===== src/rtl/rf_config_frame_engine.sv =====
// rf_config_frame_engine
//   Configuration/command engine for the RF transceiver. While the MCU holds the
//   module in configuration mode, it parses UART byte frames and keeps the active
//   and persisted configuration images. It also produces echo, return-config and
//   version responses, plus a soft-reset request.
//
//   Frames:
//     HEAD_SAVE/HEAD_TEMP + CFG_BYTES payload  -> commit config, echo the frame
//     RET_CONFIG_CMD x3                        -> HEAD_SAVE + saved_config bytes
//     RET_VERSION_CMD x3                       -> VERSION_WORD bytes, MSB first
//     RESET_CMD x3                             -> soft_reset pulse, config <= saved
//
// Ports:
//   internal_clk, rst_n    clock, asynchronous active-low reset
//   cfg_mode_en            configuration mode (M1 & M0)
//   rx_data, rx_valid      byte strobe from the MCU UART receiver
//   tx_data, tx_valid,     response byte handshake to the MCU UART transmitter
//   tx_ready
//   config_out             active configuration image (byte0 = MSB)
//   saved_config           persisted configuration image
//   sped_out               SPED byte of config_out
//   busy                   high whenever the engine is not idle
//   soft_reset             one-cycle soft-reset request
//   frame_error            one-cycle pulse on a malformed, timed-out or aborted frame
module rf_config_frame_engine #(
   parameter int                                DATA_WIDTH       = 8,
   parameter int                                CFG_BYTES        = 5,
   parameter logic [CFG_BYTES*DATA_WIDTH-1:0]   DEFAULT_CONFIG   = 40'h00001A1744,
   parameter int                                SPED_INDEX       = 2,
   parameter logic [DATA_WIDTH-1:0]             HEAD_SAVE        = 8'hC0,
   parameter logic [DATA_WIDTH-1:0]             HEAD_TEMP        = 8'hC2,
   parameter logic [DATA_WIDTH-1:0]             RET_CONFIG_CMD   = 8'hC1,
   parameter logic [DATA_WIDTH-1:0]             RET_VERSION_CMD  = 8'hC3,
   parameter logic [DATA_WIDTH-1:0]             RESET_CMD        = 8'hC4,
   parameter logic [31:0]                       VERSION_WORD     = 32'hC3322702,
   parameter int                                BYTE_TIMEOUT_CLK = 500000
) (
   input  logic                                internal_clk,
   input  logic                                rst_n,
   input  logic                                cfg_mode_en,
   input  logic [DATA_WIDTH-1:0]               rx_data,
   input  logic                                rx_valid,
   output logic [DATA_WIDTH-1:0]               tx_data,
   output logic                                tx_valid,
   input  logic                                tx_ready,
   output logic [CFG_BYTES*DATA_WIDTH-1:0]     config_out,
   output logic [CFG_BYTES*DATA_WIDTH-1:0]     saved_config,
   output logic [DATA_WIDTH-1:0]               sped_out,
   output logic                                busy,
   output logic                                soft_reset,
   output logic                                frame_error
);

   localparam int CW        = CFG_BYTES*DATA_WIDTH;
   localparam int VER_BYTES = 32/DATA_WIDTH;
   // Response buffer must hold the longer of the echo/return-config and version replies.
   localparam int TX_MAX    = (CFG_BYTES+1 > VER_BYTES) ? CFG_BYTES+1 : VER_BYTES;
   localparam int CNT_W     = $clog2(TX_MAX+1);
   localparam int TO_W      = (BYTE_TIMEOUT_CLK > 2) ? $clog2(BYTE_TIMEOUT_CLK) : 1;

   localparam logic [CNT_W-1:0] C_ONE    = CNT_W'(1);
   localparam logic [CNT_W-1:0] LAST_CFG = CNT_W'(CFG_BYTES-1);
   localparam logic [CNT_W-1:0] LAST_CRS = CNT_W'(CFG_BYTES);
   localparam logic [CNT_W-1:0] LAST_VER = CNT_W'(VER_BYTES-1);
   localparam logic [TO_W-1:0]  TO_ONE   = TO_W'(1);
   localparam logic [TO_W-1:0]  TO_LAST  = TO_W'(BYTE_TIMEOUT_CLK-1);

   typedef enum logic [1:0] {S_IDLE, S_COLLECT_CFG, S_COLLECT_CMD, S_RESPOND} state_t;

   state_t                r_state, w_state_nxt;
   logic [DATA_WIDTH-1:0] r_head, r_code;
   logic [CNT_W-1:0]      r_idx;
   logic [1:0]            r_rep;
   logic [CW-1:0]         r_shadow, r_cfg, r_saved;
   logic [TO_W-1:0]       r_to_cnt;
   // [0]: frame complete (commit/load next), [1]: response loaded (enter RESPOND next)
   logic [1:0]            r_vld_pipe;
   logic [DATA_WIDTH-1:0] r_tx_buf [TX_MAX];
   logic [CNT_W-1:0]      r_tx_idx, r_tx_last;
   logic                  r_frame_err, r_soft_rst;

   logic w_is_head, w_is_cmd, w_ferr, w_start_cfg, w_start_cmd;
   logic w_cfg_wr, w_cmd_ok, w_done, w_tx_acc, w_reset_frame;

   assign w_is_head     = (rx_data == HEAD_SAVE) || (rx_data == HEAD_TEMP);
   assign w_is_cmd      = (rx_data == RET_CONFIG_CMD) || (rx_data == RET_VERSION_CMD) ||
                          (rx_data == RESET_CMD);
   assign w_tx_acc      = tx_valid & tx_ready;
   assign w_reset_frame = (r_state == S_COLLECT_CMD) && (r_code == RESET_CMD);

   always_ff @(posedge internal_clk or negedge rst_n) begin
      if (!rst_n) r_state <= S_IDLE;
      else        r_state <= w_state_nxt;
   end

   always_comb begin
      w_state_nxt = r_state;
      w_ferr      = 1'b0;
      w_start_cfg = 1'b0;
      w_start_cmd = 1'b0;
      w_cfg_wr    = 1'b0;
      w_cmd_ok    = 1'b0;
      w_done      = 1'b0;
      case (r_state)
         S_IDLE: begin
            if (cfg_mode_en && rx_valid) begin
               if (w_is_head) begin
                  w_start_cfg = 1'b1;
                  w_state_nxt = S_COLLECT_CFG;
               end else if (w_is_cmd) begin
                  w_start_cmd = 1'b1;
                  w_state_nxt = S_COLLECT_CMD;
               end else begin
                  w_ferr = 1'b1;
               end
            end
         end
         S_COLLECT_CFG, S_COLLECT_CMD: begin
            // Once the frame is complete it is no longer abortable; input is ignored
            // for the two commit/load cycles.
            if (r_vld_pipe[1]) begin
               w_state_nxt = S_RESPOND;
            end else if (r_vld_pipe[0]) begin
               if (w_reset_frame) w_state_nxt = S_IDLE;
            end else if (!cfg_mode_en) begin
               w_ferr      = 1'b1;
               w_state_nxt = S_IDLE;
            end else if (rx_valid) begin
               // A byte arriving on the timeout cycle takes priority over expiry.
               if (r_state == S_COLLECT_CFG) begin
                  w_cfg_wr = 1'b1;
                  w_done   = (r_idx == LAST_CFG);
               end else if (rx_data != r_code) begin
                  w_ferr      = 1'b1;
                  w_state_nxt = S_IDLE;
               end else begin
                  w_cmd_ok = 1'b1;
                  w_done   = (r_rep == 2'd2);
               end
            end else if (r_to_cnt == TO_LAST) begin
               w_ferr      = 1'b1;
               w_state_nxt = S_IDLE;
            end
         end
         S_RESPOND: begin
            if (w_tx_acc && (r_tx_idx == r_tx_last)) w_state_nxt = S_IDLE;
         end
         default: w_state_nxt = S_IDLE;
      endcase
   end

   always_ff @(posedge internal_clk or negedge rst_n) begin
      if (!rst_n) begin
         r_head      <= '0;
         r_code      <= '0;
         r_idx       <= '0;
         r_rep       <= '0;
         r_shadow    <= '0;
         r_cfg       <= DEFAULT_CONFIG;
         r_saved     <= DEFAULT_CONFIG;
         r_to_cnt    <= '0;
         r_vld_pipe  <= '0;
         r_tx_idx    <= '0;
         r_tx_last   <= '0;
         r_frame_err <= 1'b0;
         r_soft_rst  <= 1'b0;
         for (int i = 0; i < TX_MAX; i++) r_tx_buf[i] <= '0;
      end else begin
         r_frame_err <= w_ferr;
         r_soft_rst  <= 1'b0;
         r_vld_pipe  <= {r_vld_pipe[0] & ~w_reset_frame, w_done};

         if (w_start_cfg) begin
            r_head <= rx_data;
            r_idx  <= '0;
         end
         if (w_start_cmd) begin
            r_code <= rx_data;
            r_rep  <= 2'd1;
         end
         if (w_cfg_wr) begin
            for (int i = 0; i < CFG_BYTES; i++)
               if (r_idx == CNT_W'(i))
                  r_shadow[(CFG_BYTES-1-i)*DATA_WIDTH +: DATA_WIDTH] <= rx_data;
            r_idx <= r_idx + C_ONE;
         end
         if (w_cmd_ok) r_rep <= r_rep + 2'd1;

         // Commit / response-load stage, one cycle after the final frame byte.
         if (r_vld_pipe[0]) begin
            r_tx_idx <= '0;
            if (r_state == S_COLLECT_CFG) begin
               r_cfg <= r_shadow;
               if (r_head == HEAD_SAVE) r_saved <= r_shadow;
               r_tx_buf[0] <= r_head;
               for (int i = 0; i < CFG_BYTES; i++)
                  r_tx_buf[i+1] <= r_shadow[(CFG_BYTES-1-i)*DATA_WIDTH +: DATA_WIDTH];
               r_tx_last <= LAST_CRS;
            end else if (r_code == RET_CONFIG_CMD) begin
               r_tx_buf[0] <= HEAD_SAVE;
               for (int i = 0; i < CFG_BYTES; i++)
                  r_tx_buf[i+1] <= r_saved[(CFG_BYTES-1-i)*DATA_WIDTH +: DATA_WIDTH];
               r_tx_last <= LAST_CRS;
            end else if (r_code == RET_VERSION_CMD) begin
               for (int i = 0; i < VER_BYTES; i++)
                  r_tx_buf[i] <= VERSION_WORD[(VER_BYTES-1-i)*DATA_WIDTH +: DATA_WIDTH];
               r_tx_last <= LAST_VER;
            end else begin
               r_soft_rst <= 1'b1;
               r_cfg      <= r_saved;
            end
         end else if (w_tx_acc) begin
            r_tx_idx <= r_tx_idx + C_ONE;
         end

         // Inter-byte timer: runs only while collecting, saturates at the limit.
         if (rx_valid || (r_state == S_IDLE) || (r_state == S_RESPOND))
            r_to_cnt <= '0;
         else if (r_to_cnt != TO_LAST)
            r_to_cnt <= r_to_cnt + TO_ONE;
      end
   end

   assign tx_valid     = (r_state == S_RESPOND);
   assign tx_data      = tx_valid ? r_tx_buf[r_tx_idx] : '0;
   assign config_out   = r_cfg;
   assign saved_config = r_saved;
   assign sped_out     = r_cfg[(CFG_BYTES-1-SPED_INDEX)*DATA_WIDTH +: DATA_WIDTH];
   assign busy         = (r_state != S_IDLE);
   assign soft_reset   = r_soft_rst;
   assign frame_error  = r_frame_err;

endmodule


===== config.mk =====
export PLATFORM = sky130hd
export DESIGN_NAME = rf_config_frame_engine
export DESIGN_NICKNAME = d
export VERILOG_FILES = /design/src/rtl/rf_config_frame_engine.sv
export SDC_FILE = /design/constraint.sdc
export NUM_CORES = 1
export LEC_CHECK = 0
export CORE_MARGIN = 2
export CORE_UTILIZATION = 25
export CTS_CLUSTER_DIAMETER = 50
export DETAILED_ROUTE_END_ITERATION = 10
export SYNTH_ARGS = -nofsm -noshare
export SYNTH_HDL_FRONTEND = slang
export SYNTH_SLANG_ARGS = --single-unit

===== constraint.sdc =====
create_clock -name internal_clk -period 3.3 [get_ports internal_clk]
set_input_delay 0.33 -clock internal_clk [delete_from_list [all_inputs] [get_ports internal_clk]]
set_output_delay 0.33 -clock internal_clk [all_outputs]
set_load 0.005 [all_outputs]

# Word level (Yosys, flattened, before mapping)
# Index checks and enable logic that the tools add are counted.
dict set report word_totals {
  ff_bits 220
  input_bits 13
  output_inout_bits 100
  word_cells 168
}
dict set report op_classes {
  addsub 4
  magnitude_cmp 1
  eq_ne 30
  muxes 77
  bitwise_logic 4
  reduce_logical 28
}
# cell n
set op_table {}
lappend op_table {{$mux W40} 3}
lappend op_table {{$eq A8 B8 Y1 const B} 9}
lappend op_table {{$mux W32} 2}
lappend op_table {{$mux W48} 1}
lappend op_table {{$mux W1} 41}
lappend op_table {{$mux W19} 2}
lappend op_table {{$mux W2} 14}
lappend op_table {{$bmux W8 S3} 1}
lappend op_table {{$mux W8} 3}
lappend op_table {{$mux W3} 7}
lappend op_table {{$add A19 B1 Y19 const B} 1}
lappend op_table {{$eq A19 B19 Y1 const B} 1}
lappend op_table {{$ne A19 B19 Y1 const B} 1}
lappend op_table {{$ne A6 B6 Y1 const B} 3}
lappend op_table {{$mux W16} 1}
lappend op_table {{$reduce_and A2 Y1} 7}
lappend op_table {{$reduce_bool A2 Y1} 6}
lappend op_table {{$ne A8 B8 Y1} 1}
lappend op_table {{$reduce_and A7 Y1} 1}
lappend op_table {{$add A3 B1 Y3 const B} 2}
lappend op_table {{$eq A2 B2 Y1 const B} 3}
lappend op_table {{$eq A3 B2 Y1 const B} 2}
lappend op_table {{$ne A2 B2 Y1 const B} 3}
lappend op_table {{$pmux W2 S3} 1}
lappend op_table {{other kinds (20)} 28}

# Logic depth before layout (Yosys ltp)
dict set report logic_depth {
  word_depth 9
  depth_mapped 9
  depth_no_buf 7
}

# Worst setup path after synthesis
# OpenSTA, ideal clock, no wires.
dict set report synth_path {
  path_kind {flip-flop to flip-flop}
  startpoint {reg r_state[0]}
  endpoint {reg r_shadow[20]}
  setup_time_ps 125
  arrival_time_ps 2200
  t_required_ps 3175
  setup_slack_ps 975
  stages_incl_launch_ff 8
  n_path_buf 0
  synth_period_minus_slack_ps 2325
  cell_sequence {dfrtp_1 > inv_1 > ha_1 > or3b_1 > nor2_1 > nand2_2 > nor3b_4 > mux2_2}
}
dict set report synth_via {
  elab_chain_cells 8
  word_cells_on_any_way 10
  cone_classes {2 x eq/ne; 6 x mux; 2 x reduce/logical}
}
# element line_no
set synth_rtl {}
lappend synth_rtl {{start: declaration} 70} ;# state_t r_state, w_state_nxt;
lappend synth_rtl {{start signal: assignment} 93} ;# else r_state <= w_state_nxt;
lappend synth_rtl {{$eq A2 B1 Y1} {104, 130}}
lappend synth_rtl {{$mux W1} 130} ;# if (r_state == S_COLLECT_CFG) begin
lappend synth_rtl {{$mux W1} 128} ;# end else if (rx_valid) begin
lappend synth_rtl {{$mux W1} 125} ;# end else if (!cfg_mode_en) begin
lappend synth_rtl {{$mux W1} 123} ;# end else if (r_vld_pipe[0]) begin
lappend synth_rtl {{$mux W1} 121} ;# if (r_vld_pipe[1]) begin
lappend synth_rtl {{$mux W1 *} 104} ;# case (r_state)
lappend synth_rtl {{$reduce_and A2 Y1 (no source line) *} -}
lappend synth_rtl {{end signal: indexed assignment} 184} ;# r_shadow[(CFG_BYTES-1-i)*DATA_WIDTH +: DATA_WIDTH] <= rx_data;
lappend synth_rtl {{end: declaration} 74} ;# logic [CW-1:0] r_shadow, r_cfg, r_saved;
# Mark *: on every way between the ends. The rest lies on a longest branch, timed or not.
# A chain may end at the register's enable or synchronous reset.

# Worst setup path in the final report
dict set report layout_path {
  startpoint {reg r_tx_idx[0]}
  endpoint {out tx_data[0]}
}
dict set report layout_via {
  elab_chain_cells 5
}
# element line_no
set layout_rtl {}
lappend layout_rtl {{start: declaration} 79} ;# logic [CNT_W-1:0] r_tx_idx, r_tx_last;
lappend layout_rtl {{start signal: assignment} 213} ;# r_tx_idx <= r_tx_idx + C_ONE;
lappend layout_rtl {{$not A3 Y4 (not written as such)} 225} ;# assign tx_data = tx_valid ? r_tx_buf[r_tx_idx] : '0;
lappend layout_rtl {{$bmux W8 S3} 225}
lappend layout_rtl {{$mux W8 (not written as such) (2 in series)} 225}
lappend layout_rtl {{$mux W8} 225}
lappend layout_rtl {{end: declaration} 43} ;# output logic [DATA_WIDTH-1:0] tx_data,
# Every way passes these cells. The select of a mux whose other input is x is not followed.

==> flow_summary.json <==
{
  "start_util": 0.254,
  "slew-limit-headroom": 0.276,
  "setup_slack_ns": 0.239,
  "drcViolationCount": 0,
  "dr.pass1.iters": 4,
  "pre_cts_slack_ns": 0.555,
  "rr_worst_depth": 7,
  "seq_power_share": 0.451,
  "detail-route-antenna-nets": 0,
  "htreeDepth": 1,
  "crit_chain": "mux4_2 > inv_1 > o22ai_1 > and2_1 > clkdlybuf4s50_1",
  "cap_violations": 0,
  "synthTopCellsByArea": "dfrtp_1, mux2_2, mux2i_1",
  "syn_area_sq_mm": 0.00984,
  "port-buffer-count": 112,
  "yosys_warnings": 0,
  "ys_seq_elements": 220,
  "dpl_cell_area_sq_mm": 0.0116,
  "criticalPathCategory": "register to output port",
  "first_global_vias": 6803,
  "grt_pass1_wl_microns": 41100,
  "clock-skew-final_ns": 0.00997,
  "stdcell_area_sq_mm": 0.0125,
  "ctsResizeCount": 0,
  "totalNegativeSetupSlack_ns": 0,
  "cts_root_buf": "clkbuf_16",
  "outcome": "finished clean",
  "clock_latency_ns": 0.52,
  "async_flop_share": 1.00,
  "r2r_slack_ns": 0.62,
  "track_usage": 0.128,
  "synth_area_per_cell_sq_um": 11.8,
  "gp_congestion": 0.791,
  "die_x_microns": 202,
  "ys_top_cells_by_count": "dfrtp_1, mux2_2, nand2_1",
  "intPower_mw": 4.75,
  "cts.sinks": 220,
  "path_clk_slew_ns": 0.06,
  "syn_to_final_growth_pct": 27.1,
  "path_delay_family": "flip-flops",
  "required_ns": 2.97,
  "fp.dieH_microns": 202,
  "synth_top_area_cell": "dfrtp_1",
  "grt_busiest_layer": "met2",
  "combPwrFrac": 0.062,
  "p_leak_nw": 5.27,
  "ys_seq_area_frac": 0.562,
  "via_per_inst": 4.47,
  "die_area_sq_mm": 0.0410,
  "grt_max_degree": 94,
  "clockPowerShare": 0.488,
  "coreArea_sq_mm": 0.0387,
  "synth.distinct_cells": 55,
  "use_met1": 0.171,
  "hold_viol": 0,
  "grt_overflow": 0,
  "layout_min_cycle_time_ns": 3.06,
  "worst_slew_pin_slew_ns": 1.09,
  "critical_path_peak_fanout": 10,
  "cts_tree": "yes",
  "clockBufferDepth": 3,
  "syn_inst": 836,
  "final_nets": 967,
  "post_drt_wl_per_cell_microns": 17.6,
  "crit_buf_inv": 2,
  "synth_fp_nets": 862,
  "min_path_type": "input port to asynchronous set/reset pin",
  "switching_power_mw": 1.42,
  "first_iter_violations": 358,
  "synth_most_common_cell": "dfrtp_1",
  "synth_flop_cell": "dfrtp_1",
  "fin_hold_ws_ns": 0.398,
  "swShare": 0.230,
  "met3_usage": 0.0292,
  "power.total_mw": 6.17,
  "rsz0062_at_grt": "no",
  "report.final.slew_viol_count": 0,
  "finalCritPeriodShare": 0.928,
  "cts_buffers": 26,
  "vias": 6618,
  "cp_slowest_cell": "dfrtp_1",
  "timing.rr.start": "r_state[0]$_DFFE_PN0P_",
  "rows": 72,
  "r2r-end": "r_shadow[35]$_DFFE_PN0P_",
  "end_kind": "output port",
  "start_kind": "register",
  "pin_count": 113,
  "detailed_place_hpwl_microns": 18600,
  "critical-path-max-stage-delay_ns": 0.72,
  "drive_above_1_share": 0.203,
  "powerDensity_mw_per_mm2": 494,
  "postCtsSetupBuffers": 0,
  "met2_usage": 0.210,
  "peakVddDrop_uv": 396,
  "wl_microns": 26000,
  "finalSetupViolations": 0,
  "synth_top_area_share": 0.514,
  "synth-edff-count": 0,
  "cp_data_arrival_time_ns": 2.73,
  "fmaxAchievable_ghz": 0.327,
  "antenna_found_initial": 2
}
timing repair:
| item | in CTS | in global routing |
|---|---|---|
| hold endpoints to repair | 75 | 0 |
| endpoints found under the setup margin | 0 | 0 |
| hold buffers | 1 | 0 |
cells in the final DEF (no fill, tap or decap), types with 4 or more instances in the layout:
master / count
nand3_1: 9
mux4_2: 8
nand2_1: 74
nor4_1: 6
nor3_1: 7
o22ai_1: 10
xor2_1: 11
clkbuf_8: 9
a21oi_1: 16
inv_1: 18
mux2i_1: 52
nand4_1: 6
nor2_1: 73
and2_1: 11
ha_1: 12
o21ai_0: 59
nand4bb_1: 5
clkdlybuf4s50_1: 111
dfstp_2: 18
nand2b_1: 4
a221oi_1: 16
a32o_1: 4
buf_4: 16
or2_2: 5
nor2b_1: 8
clkbuf_16: 27
dfrtp_1: 202
mux2_2: 84
xnor2_1: 17
area by class of cell:
type | count | area [sq um]
Sequential cell | 220 | 5530
Multi-Input combinational cell | 543 | 4020
Clock buffer | 39 | 811
Fill cell | 3924 | 26200
Tap cell | 518 | 648
Clock inverter | 9 | 111
Inverter | 18 | 67.6
Timing Repair Buffer | 132 | 1320
Antenna cell | 1 | 2.50
metal layers:
| layer | vias up | wire [microns] |
|---|---|---|
| met1 | 3315 | 11700 |
| met4 | 2 | 539 |
| met2 | 117 | 12200 |
| li1 | 3149 | - |
| met5 | - | 13 |
| met3 | 35 | 1450 |
how the worst max path moves through the flow:
| stage | from | endpoint | slack, ns | cells past startpoint |
|---|---|---|---|---|
| floorplan | r_state[0]$_DFFE_PN0P_ | r_shadow[20]$_DFFE_PN0P_ | 0.98 | 7 |
| global placement | rx_data[5] | r_code[0]$_DFFE_PN0P_ | 0.61 | 5 |
| detailed placement | rx_data[5] | r_code[0]$_DFFE_PN0P_ | 0.55 | 5 |
| CTS | r_tx_idx[0]$_DFFE_PN0P_ | tx_data[3] | 0.18 | 5 |
| global route | r_tx_idx[0]$_DFFE_PN0P_ | tx_data[3] | 0.07 | 5 |
| finish | r_tx_idx[0]$_DFFE_PN0P_ | tx_data[0] | 0.24 | 5 |
kinds of logic (layout without fill, tap and decap cells):
| group | Yosys count | in the layout | share of synthesized area |
|---|---|---|---|
| AO/OA/AOI/OAI | 124 | 124 | 0.0778 |
| XOR/XNOR | 28 | 28 | 0.0249 |
| multiplexers | 145 | 145 | 0.169 |
| flip-flops | 220 | 220 | 0.562 |
| adder cells (fa/ha/maj) | 13 | 13 | 0.0165 |
| buffers and inverters | 73 | 198 | 0.0317 |
| other | 0 | 1 | 0 |
| AND/OR/NAND/NOR | 233 | 233 | 0.118 |
through the flow:
stage | cells | utilization
6_report | 1480 | 0.323
5_1_grt | 1479 | 0.323
4_1_cts | 1479 | 0.323
3_5_place_dp | 1430 | 0.299
3_3_place_gp | 1430 | 0.299
2_1_floorplan | 836 | -
power groups by stage:
stage	Clock, mW	Combinational, mW	Sequential (mW)
3_3_place_gp	0	0.384	2.83
3_5_place_dp	0	0.388	2.83
6_report	3.01	0.382	2.78
2_1_floorplan	0	0.215	2.81
4_1_cts	3.07	0.390	2.78
5_1_grt	3.21	0.420	2.79
worst register-to-register path: stages, from the launching register on:
cell and delay (ns):
dfrtp_1 0.46, inv_1 0.11, ha_1 0.30, or3b_1 0.42
nor2_1 0.19, nand2_2 0.22, nor3b_4 0.48, mux2_2 0.40
state kept, by name, summed over array words and instances, names as in the netlist:
| name | cells |
|---|---|
| soft_reset | 1 |
| r_to_cnt | 19 |
| r_tx_idx | 3 |
| r_state | 2 |
| config_out | 40 |
| r_tx_buf | 48 |
| r_tx_last | 3 |
| r_head | 8 |
| r_vld_pipe | 2 |
| r_code | 8 |
| frame_error | 1 |
| r_shadow | 40 |
| saved_config | 40 |
| r_rep | 2 |
| r_idx | 3 |
(Power assumes the default switching activity.)
